--- src/rtl/regfile_arbiter.sv ---
// regfile_arbiter
// Round-robin sequencer placing commands from two requesters (core, debug/loader)
// onto a single-clock register-file RAM. The RAM has two registered read ports
// and one write port. At most one command goes to the RAM per cycle. Read data
// comes back one cycle later and is routed to the port that issued the read.
// The block also counts cycles in which both requesters want the RAM.
module regfile_arbiter #(
    parameter int DW = 32,
    parameter int AW = 8,
    parameter int CW = 16
) (
    input  logic          clk,
    input  logic          rst,

    input  logic          p0_valid,
    output logic          p0_ready,
    input  logic          p0_wr,
    input  logic [AW-1:0] p0_addr_a,
    input  logic [AW-1:0] p0_addr_b,
    input  logic [AW-1:0] p0_addr_d,
    input  logic [DW-1:0] p0_wdata,
    output logic          p0_rvalid,
    output logic [DW-1:0] p0_rdata_a,
    output logic [DW-1:0] p0_rdata_b,

    input  logic          p1_valid,
    output logic          p1_ready,
    input  logic          p1_wr,
    input  logic [AW-1:0] p1_addr_a,
    input  logic [AW-1:0] p1_addr_b,
    input  logic [AW-1:0] p1_addr_d,
    input  logic [DW-1:0] p1_wdata,
    output logic          p1_rvalid,
    output logic [DW-1:0] p1_rdata_a,
    output logic [DW-1:0] p1_rdata_b,

    output logic [AW-1:0] ram_addr_a,
    output logic [AW-1:0] ram_addr_b,
    output logic [AW-1:0] ram_addr_d,
    output logic [DW-1:0] ram_data_in,
    output logic          ram_we,
    input  logic [DW-1:0] ram_q_a,
    input  logic [DW-1:0] ram_q_b,

    output logic [CW-1:0] conflict_cnt
);

    // Port that won the most recent issue; starts at 1 so port 0 wins first contention.
    logic          last_gnt;
    // One-hot owner of the read response arriving this cycle.
    logic [1:0]    rsel;
    logic [CW-1:0] cnt;
    logic          gnt0;
    logic          gnt1;
    logic          both_valid;

    assign both_valid = p0_valid && p1_valid;

    // Grant: a lone requester wins; on contention the port that did not win last time wins.
    always_comb begin
        gnt0 = 1'b0;
        gnt1 = 1'b0;
        if (!rst) begin
            if (both_valid) begin
                gnt0 = last_gnt;
                gnt1 = !last_gnt;
            end else begin
                gnt0 = p0_valid;
                gnt1 = p1_valid;
            end
        end
    end

    assign p0_ready = gnt0;
    assign p1_ready = gnt1;

    // RAM drive from the granted port; everything idles at zero when nobody issues.
    always_comb begin
        ram_addr_a  = '0;
        ram_addr_b  = '0;
        ram_addr_d  = '0;
        ram_data_in = '0;
        ram_we      = 1'b0;
        if (gnt0) begin
            ram_addr_a  = p0_addr_a;
            ram_addr_b  = p0_addr_b;
            ram_addr_d  = p0_addr_d;
            ram_data_in = p0_wdata;
            ram_we      = p0_wr;
        end else if (gnt1) begin
            ram_addr_a  = p1_addr_a;
            ram_addr_b  = p1_addr_b;
            ram_addr_d  = p1_addr_d;
            ram_data_in = p1_wdata;
            ram_we      = p1_wr;
        end
    end

    // Round-robin pointer follows every issue and holds while idle.
    always_ff @(posedge clk) begin
        if (rst) begin
            last_gnt <= 1'b1;
        end else if (gnt0) begin
            last_gnt <= 1'b0;
        end else if (gnt1) begin
            last_gnt <= 1'b1;
        end
    end

    // Remember which port issued a read so its data, one cycle later, goes back to it.
    always_ff @(posedge clk) begin
        if (rst) begin
            rsel <= 2'b00;
        end else begin
            rsel <= {gnt1 && !p1_wr, gnt0 && !p0_wr};
        end
    end

    // Contention counter, saturating at all-ones.
    always_ff @(posedge clk) begin
        if (rst) begin
            cnt <= '0;
        end else if (both_valid && (cnt != {CW{1'b1}})) begin
            cnt <= cnt + 1'b1;
        end
    end

    assign conflict_cnt = cnt;

    // Responses are masked during reset so a read in flight at reset is dropped.
    assign p0_rvalid  = rsel[0] && !rst;
    assign p1_rvalid  = rsel[1] && !rst;
    assign p0_rdata_a = ram_q_a;
    assign p0_rdata_b = ram_q_b;
    assign p1_rdata_a = ram_q_a;
    assign p1_rdata_b = ram_q_b;

endmodule

--- config.mk ---
export PLATFORM = sky130hd
export DESIGN_NAME = regfile_arbiter
export DESIGN_NICKNAME = d
export VERILOG_FILES = /design/src/rtl/regfile_arbiter.sv
export SDC_FILE = /design/constraint.sdc
export NUM_CORES = 1
export LEC_CHECK = 0
export BUFFER_PORTS_ARGS = -buffer_cell sky130_fd_sc_hd__buf_2
export CORE_AREA = 2 2 149 151
export DETAILED_ROUTE_END_ITERATION = 10
export DIE_AREA = 0 0 151 153
export PLACE_DENSITY = 0.42
export SLEW_MARGIN = 30
export SYNTH_ARGS = -nofsm -noshare
export SYNTH_HDL_FRONTEND = slang
export SYNTH_SLANG_ARGS = --single-unit
--- constraint.sdc ---
create_clock -name clk -period 1.4 [get_ports clk]
set_input_delay 0.07 -clock clk [delete_from_list [all_inputs] [get_ports clk]]
set_output_delay 0.07 -clock clk [all_outputs]
set_load 0.005 [all_outputs]
==> flow_summary.json, run 1 <==
{
  "synth_compound_area_share_pct": 27.3,
  "rr_endpoint": "conflict_cnt[10]",
  "drt_wl_total_mm": 13.0,
  "dp_hpwl_mm": 10.4,
  "io_buffers": 194,
  "floorplan.die_area_sq_mm": 0.0231,
  "ys_seq_area_share_pct": 15.2,
  "status": "complete, but fails checks",
  "fmax_mhz": 607,
  "cp-end-kind": "primary output",
  "syn_inst": 310,
  "critPathLaunch": "last_gnt",
  "period_share_pct": 118,
  "synth_area_sq_mm": 0.00250,
  "fp.dieH_um": 153,
  "initial_core_util_pct": 11.6,
  "wire_per_inst_um": 18.5,
  "fillers": 2451,
  "clock-sinks": 19,
  "setup_viol": 69,
  "synth_mux_area_share_pct": 0,
  "hold_class": "in2reg",
  "grt_busiest_layer": "met2",
  "drt_iter0_markers": 69,
  "grt_use_met3_pct": 3.82,
  "yosys_warnings": 0,
  "die_w_um": 151,
  "rsz0062_at_grt": "yes",
  "layout_setup_ws_ns": -0.247,
  "gp_congestion": 0.715,
  "grt_util_met2_pct": 17.0,
  "fin_nets": 609,
  "power.density_mw_per_mm2": 493,
  "synth_ff_type": "dfxtp_1",
  "endpoint": "ram_addr_d[0]",
  "cts_buffers": 3,
  "via_per_inst": 3.83,
  "syn_avg_cell_area_sq_um": 8.06,
  "remaining_drc_errors": 0,
  "vias": 2699,
  "path_clk_slew_ns": 0.07,
  "synth_edf_count": 0,
  "synthAdderAreaFrac_pct": 0.501,
  "placement_rows": 54,
  "cp_max_fo": 5,
  "arrival_ns": 1.58,
  "worst_slew_pin_slew_ns": 0.303,
  "rr_startpoint": "conflict_cnt[0]",
  "core-area_sq_mm": 0.0215,
  "hold_viol_final": 0,
  "final_util_pct": 18.4,
  "clk_path_buf_depth": 2,
  "met1_usage_pct": 12.3,
  "antenna_cells": 0,
  "cts_tree": "done",
  "gr-usage-all-layers_pct": 10.2,
  "p_leak_nw": 1.92,
  "required_ns": 1.33,
  "layout_min_cycle_time_ns": 1.65,
  "yosysUniqueCellTypes": 35,
  "cap_violations": 0,
  "ios": 387,
  "slew_violations": 0,
  "worstRegToRegCells": 5,
  "grt_pass1_vias": 2508,
  "ys_ff_latch": 19,
  "ant_nets": 0,
  "antenna_found_initial": 1,
  "synth_xor_area_share_pct": 0,
  "crit_type": "reg2out",
  "grt_pass1_wl_mm": 17.4,
  "p_total_mw": 1.95,
  "seq_area_sq_um": 425,
  "mostFrequentLayoutCell": "buf_2",
  "yosys.area_share.simple_pct": 15.0,
  "grt_start_max_net_pins": 40,
  "synth_nets": 493,
  "relSlewSlack_pct": 79.7,
  "peakVddDrop_mv": 0.223,
  "first_pass_iters": 4,
  "most-common-layout-cells": "buf_2, a22o_1, buf_4, buf_6, dfxtp_4",
  "area_growth_pct": 58.0,
  "fin_skew_ns": 0.00985,
  "htreeDepth": 1,
  "reg2reg_slack_ns": -0.10,
  "drive_gt1_share_pct": 73.9,
  "violations": "setup timing",
  "async_flop_share_pct": 0,
  "clkLatencyLatePin_ns": 0.26,
  "cts-root-buf": "clkbuf_16",
  "multi_input_area_sq_mm": 0.00131,
  "worstSetupStartpointType": "flip-flop",
  "synth_top_family_by_area": "buffers and inverters",
  "grt_overflow": 0
}
-- kinds of logic after synthesis --
| kind of cell | after synthesis |
|---|---|
| adder cells (fa/ha/maj) | 1 |
| AND/OR/NAND/NOR | 55 |
| buffers and inverters | 148 |
| AO/OA/AOI/OAI | 87 |
| flip-flops | 19 |
-- worst max-delay path: stages (launching register included) --
cell       delay [ns]
dfxtp_2          0.34
inv_2            0.06
a21oi_2          0.05
and2_4           0.18
buf_6            0.13
clkbuf_16        0.15
a22o_4           0.27
buf_6            0.12
-- cell usage after synthesis, types with 2 or more instances --
cell type | n | area (sq um)
dfxtp_1 | 19 | 380
buf_4 | 128 | 961
nor2_1 | 7 | 26.3
nor2b_1 | 6 | 37.5
a211oi_1 | 3 | 22.5
and3_1 | 5 | 31.3
nand4_1 | 4 | 25.0
o31ai_1 | 7 | 52.6
or4_1 | 7 | 52.6
inv_1 | 2 | 7.51
and2_1 | 3 | 18.8
nand2_1 | 4 | 15.0
o21ai_0 | 4 | 20.0
nor3_1 | 4 | 20.0
a22o_1 | 57 | 499
and4_1 | 2 | 17.5
clkbuf_1 | 12 | 45.0
a21oi_1 | 12 | 60.1
buf_2 | 5 | 25.0
nand3_1 | 4 | 20.0
-- sequential cells by signal, summed over array words and instances (netlist names) --
signal,flops
rsel,2
conflict_cnt,16
last_gnt,1
-- routing by layer --
metal / wire, um / vias up
li1: - / 1243
met1: 5050 / 1228
met2: 6380 / 211
met3: 1290 / 15
met4: 294 / 2
met5: 16 / -
-- how the worst min path moves through the flow --
| stage | start | to | slack, ns | cells after the start |
|---|---|---|---|---|
| 3_5_place_dp | ram_q_a[1] | p0_rdata_a[1] | 0.14 | 0 |
| 2_1_floorplan | p0_wr | rsel[0] | 0.14 | 1 |
| 6_report | rst | last_gnt | 0.09 | 3 |
| 5_1_grt | rst | last_gnt | 0.11 | 3 |
| 3_3_place_gp | ram_q_a[1] | p0_rdata_a[1] | 0.14 | 0 |
| 4_1_cts | rst | last_gnt | 0.09 | 3 |
-- what timing repair did --
item | in CTS | in global routing
resized for setup | 43 | 23
pin swaps | 40 | 22
endpoints found under the hold margin | 2 | 0
endpoints found under the setup margin | 72 | 76
cloned | 6 | 3
buffers inserted | 10 | 3
hold buffers | 2 | 0
-- power breakdown --
part           switching (mW)  internal, mW  total [mW]  leakage (nW)
Clock                   0.240         0.387       0.627        0.0371
Sequential            0.00568         0.529       0.535         0.163
Combinational           0.335         0.449       0.784          1.72
-- per-stage QoR --
step           setup slack (ns)  instances  setup TNS [ns]  hold slack [ns]  cell area [sq um]
5_1_grt                  -0.312        705          -16.51            0.111               3950
3_5_place_dp             -0.115        678          -0.806            0.140               3230
6_report                 -0.247        705          -11.53           0.0878               3950
4_1_cts                  -0.250        700          -11.44           0.0911               3770
2_1_floorplan           -0.0674        310         -0.0941            0.142               2600
3_3_place_gp            -0.0908        678          -0.742            0.140               3230
-- final cells by class --
| type | instances | area share (%) |
|---|---|---|
| Tap cell | 280 | 8.87 |
| Multi-Input combinational cell | 144 | 33.1 |
| Timing Repair Buffer | 256 | 44.9 |
| Clock inverter | 1 | 0.190 |
| Inverter | 2 | 0.190 |
| Clock buffer | 3 | 1.90 |
| Sequential cell | 19 | 10.8 |
Power figures use the tool's default switching activity.
==> inputs of run 2 (changes only) <==
CAP_MARGIN = 5   (was unset)
SKIP_LAST_GASP = 1   (was unset)
==> flow_summary.json, run 2 (same netlist as run 1, synthesis figures left out) <==
{
  "setup-tns-final_ns": -11.50,
  "status": "complete, but fails checks",
  "ios": 387,
  "required_ns": 1.33,
  "worstSetupStartpointType": "flip-flop",
  "holdPathEnd": "last_gnt",
  "cts_tree": "done",
  "fmax_mhz": 607,
  "first_pass_iters": 4,
  "dp_hpwl_mm": 10.4,
  "hold_viol_final": 0,
  "htreeDepth": 1,
  "mostFrequentLayoutCell": "buf_2",
  "violations": "setup timing",
  "fin_skew_ns": 0.00985,
  "clock-sinks": 19,
  "drt_iter0_markers": 65,
  "fillers": 2454,
  "path_clk_slew_ns": 0.07,
  "grt_overflow": 0,
  "cts_buffers": 3,
  "gr-usage-all-layers_pct": 10.2,
  "grt_pass1_wl_mm": 17.4,
  "floorplan.die_area_sq_mm": 0.0231,
  "hold_class": "in2reg",
  "largest_reg_flops": 16,
  "core-area_sq_mm": 0.0215,
  "power.density_mw_per_mm2": 493,
  "most-common-layout-cells": "buf_2, a22o_1, buf_4, buf_6, dfxtp_4",
  "clk_path_buf_depth": 2,
  "die_w_um": 151,
  "cts-root-buf": "clkbuf_16",
  "initial_core_util_pct": 11.6,
  "p_leak_nw": 1.92,
  "wire_per_inst_um": 18.5,
  "drt_wl_total_mm": 13.0,
  "cp_max_fo": 5,
  "vias": 2689,
  "via_per_inst": 3.81,
  "cp-end-kind": "primary output",
  "cap_violations": 0,
  "antenna_found_initial": 1,
  "antenna_cells": 0,
  "gp_congestion": 0.715,
  "slew_violations": 0,
  "grt_pass1_vias": 2506,
  "period_share_pct": 118,
  "placement_rows": 54,
  "grt_start_max_net_pins": 40,
  "rr_endpoint": "conflict_cnt[10]",
  "area_growth_pct": 57.3,
  "p_total_mw": 1.94,
  "arrival_ns": 1.58,
  "io_buffers": 194,
  "setup_viol": 69,
  "holdCritStartpoint": "rst",
  "worst_slew_pin_slew_ns": 0.303,
  "peakVddDrop_mv": 0.223,
  "worstRegToRegCells": 5,
  "fp.dieH_um": 153,
  "hold-path-cell-count": 3,
  "fin_nets": 609,
  "layout_setup_ws_ns": -0.247,
  "rr_startpoint": "conflict_cnt[0]",
  "crit_type": "reg2out",
  "reg2reg_slack_ns": -0.10,
  "holdWs_ns": 0.0876,
  "clkLatencyLatePin_ns": 0.26,
  "drive_gt1_share_pct": 73.9,
  "ant_nets": 0,
  "remaining_drc_errors": 0,
  "layout_min_cycle_time_ns": 1.65,
  "rsz0062_at_grt": "yes",
  "relSlewSlack_pct": 79.7
}
run 2: metrics by stage:
| step | cells | utilization [%] | area (sq um) | setup slack [ns] |
|---|---|---|---|---|
| global placement | 678 | 15.1 | 3230 | -0.0908 |
| CTS | 700 | 17.5 | 3760 | -0.250 |
| global route | 705 | 18.3 | 3930 | -0.312 |
| floorplan | 310 | - | 2600 | -0.0674 |
| detailed placement | 678 | 15.1 | 3230 | -0.115 |
| finish | 705 | 18.3 | 3930 | -0.247 |
run 2: worst max-delay path by stage:
stage                                from          endpoint  slack, ns  cells after the start
after floorplan           conflict_cnt[1]   conflict_cnt[4]      -0.07                      6
after global placement    conflict_cnt[2]  conflict_cnt[11]      -0.09                      4
after detailed placement  conflict_cnt[2]  conflict_cnt[11]      -0.12                      4
after CTS                        last_gnt   ram_data_in[18]      -0.25                      7
after global routing             last_gnt   ram_data_in[18]      -0.31                      7
final                            last_gnt     ram_addr_d[0]      -0.25                      7
run 2: what timing repair did:
item | 4_1_cts | 5_1_grt
gates cloned | 6 | 3
buffers inserted | 10 | 3
gates resized for setup | 40 | 22
pin swaps | 39 | 23
hold endpoints to repair | 2 | 0
setup endpoints to repair | 72 | 76
hold buffers | 2 | 0
run 2: layer usage:
metal,track usage (%),wire length [um],vias up
met4,2.54,294,2
met5,0,16,-
met3,3.82,1320,15
li1,-,-,1243
met2,17.0,6380,212
met1,12.3,5020,1217
run 2: critical path: stages, from the launching register on:
cell       delay (ns)
dfxtp_2          0.34
inv_2            0.06
a21oi_2          0.05
and2_4           0.18
buf_6            0.13
clkbuf_16        0.15
a22o_4           0.27
buf_6            0.12
run 2: layout make-up:
type	instances	area, sq um	share of cell area [%]
Clock buffer	3	75.1	1.91
Clock inverter	1	7.51	0.191
Timing Repair Buffer	256	1760	44.7
Sequential cell	19	425	10.8
Multi-Input combinational cell	144	1310	33.3
Tap cell	280	350	8.91
Inverter	2	7.51	0.191
run 2: where the power goes:
| part | internal, mW | switching (mW) |
|---|---|---|
| Sequential | 0.529 | 0.00568 |
| Clock | 0.387 | 0.240 |
| Combinational | 0.444 | 0.333 |
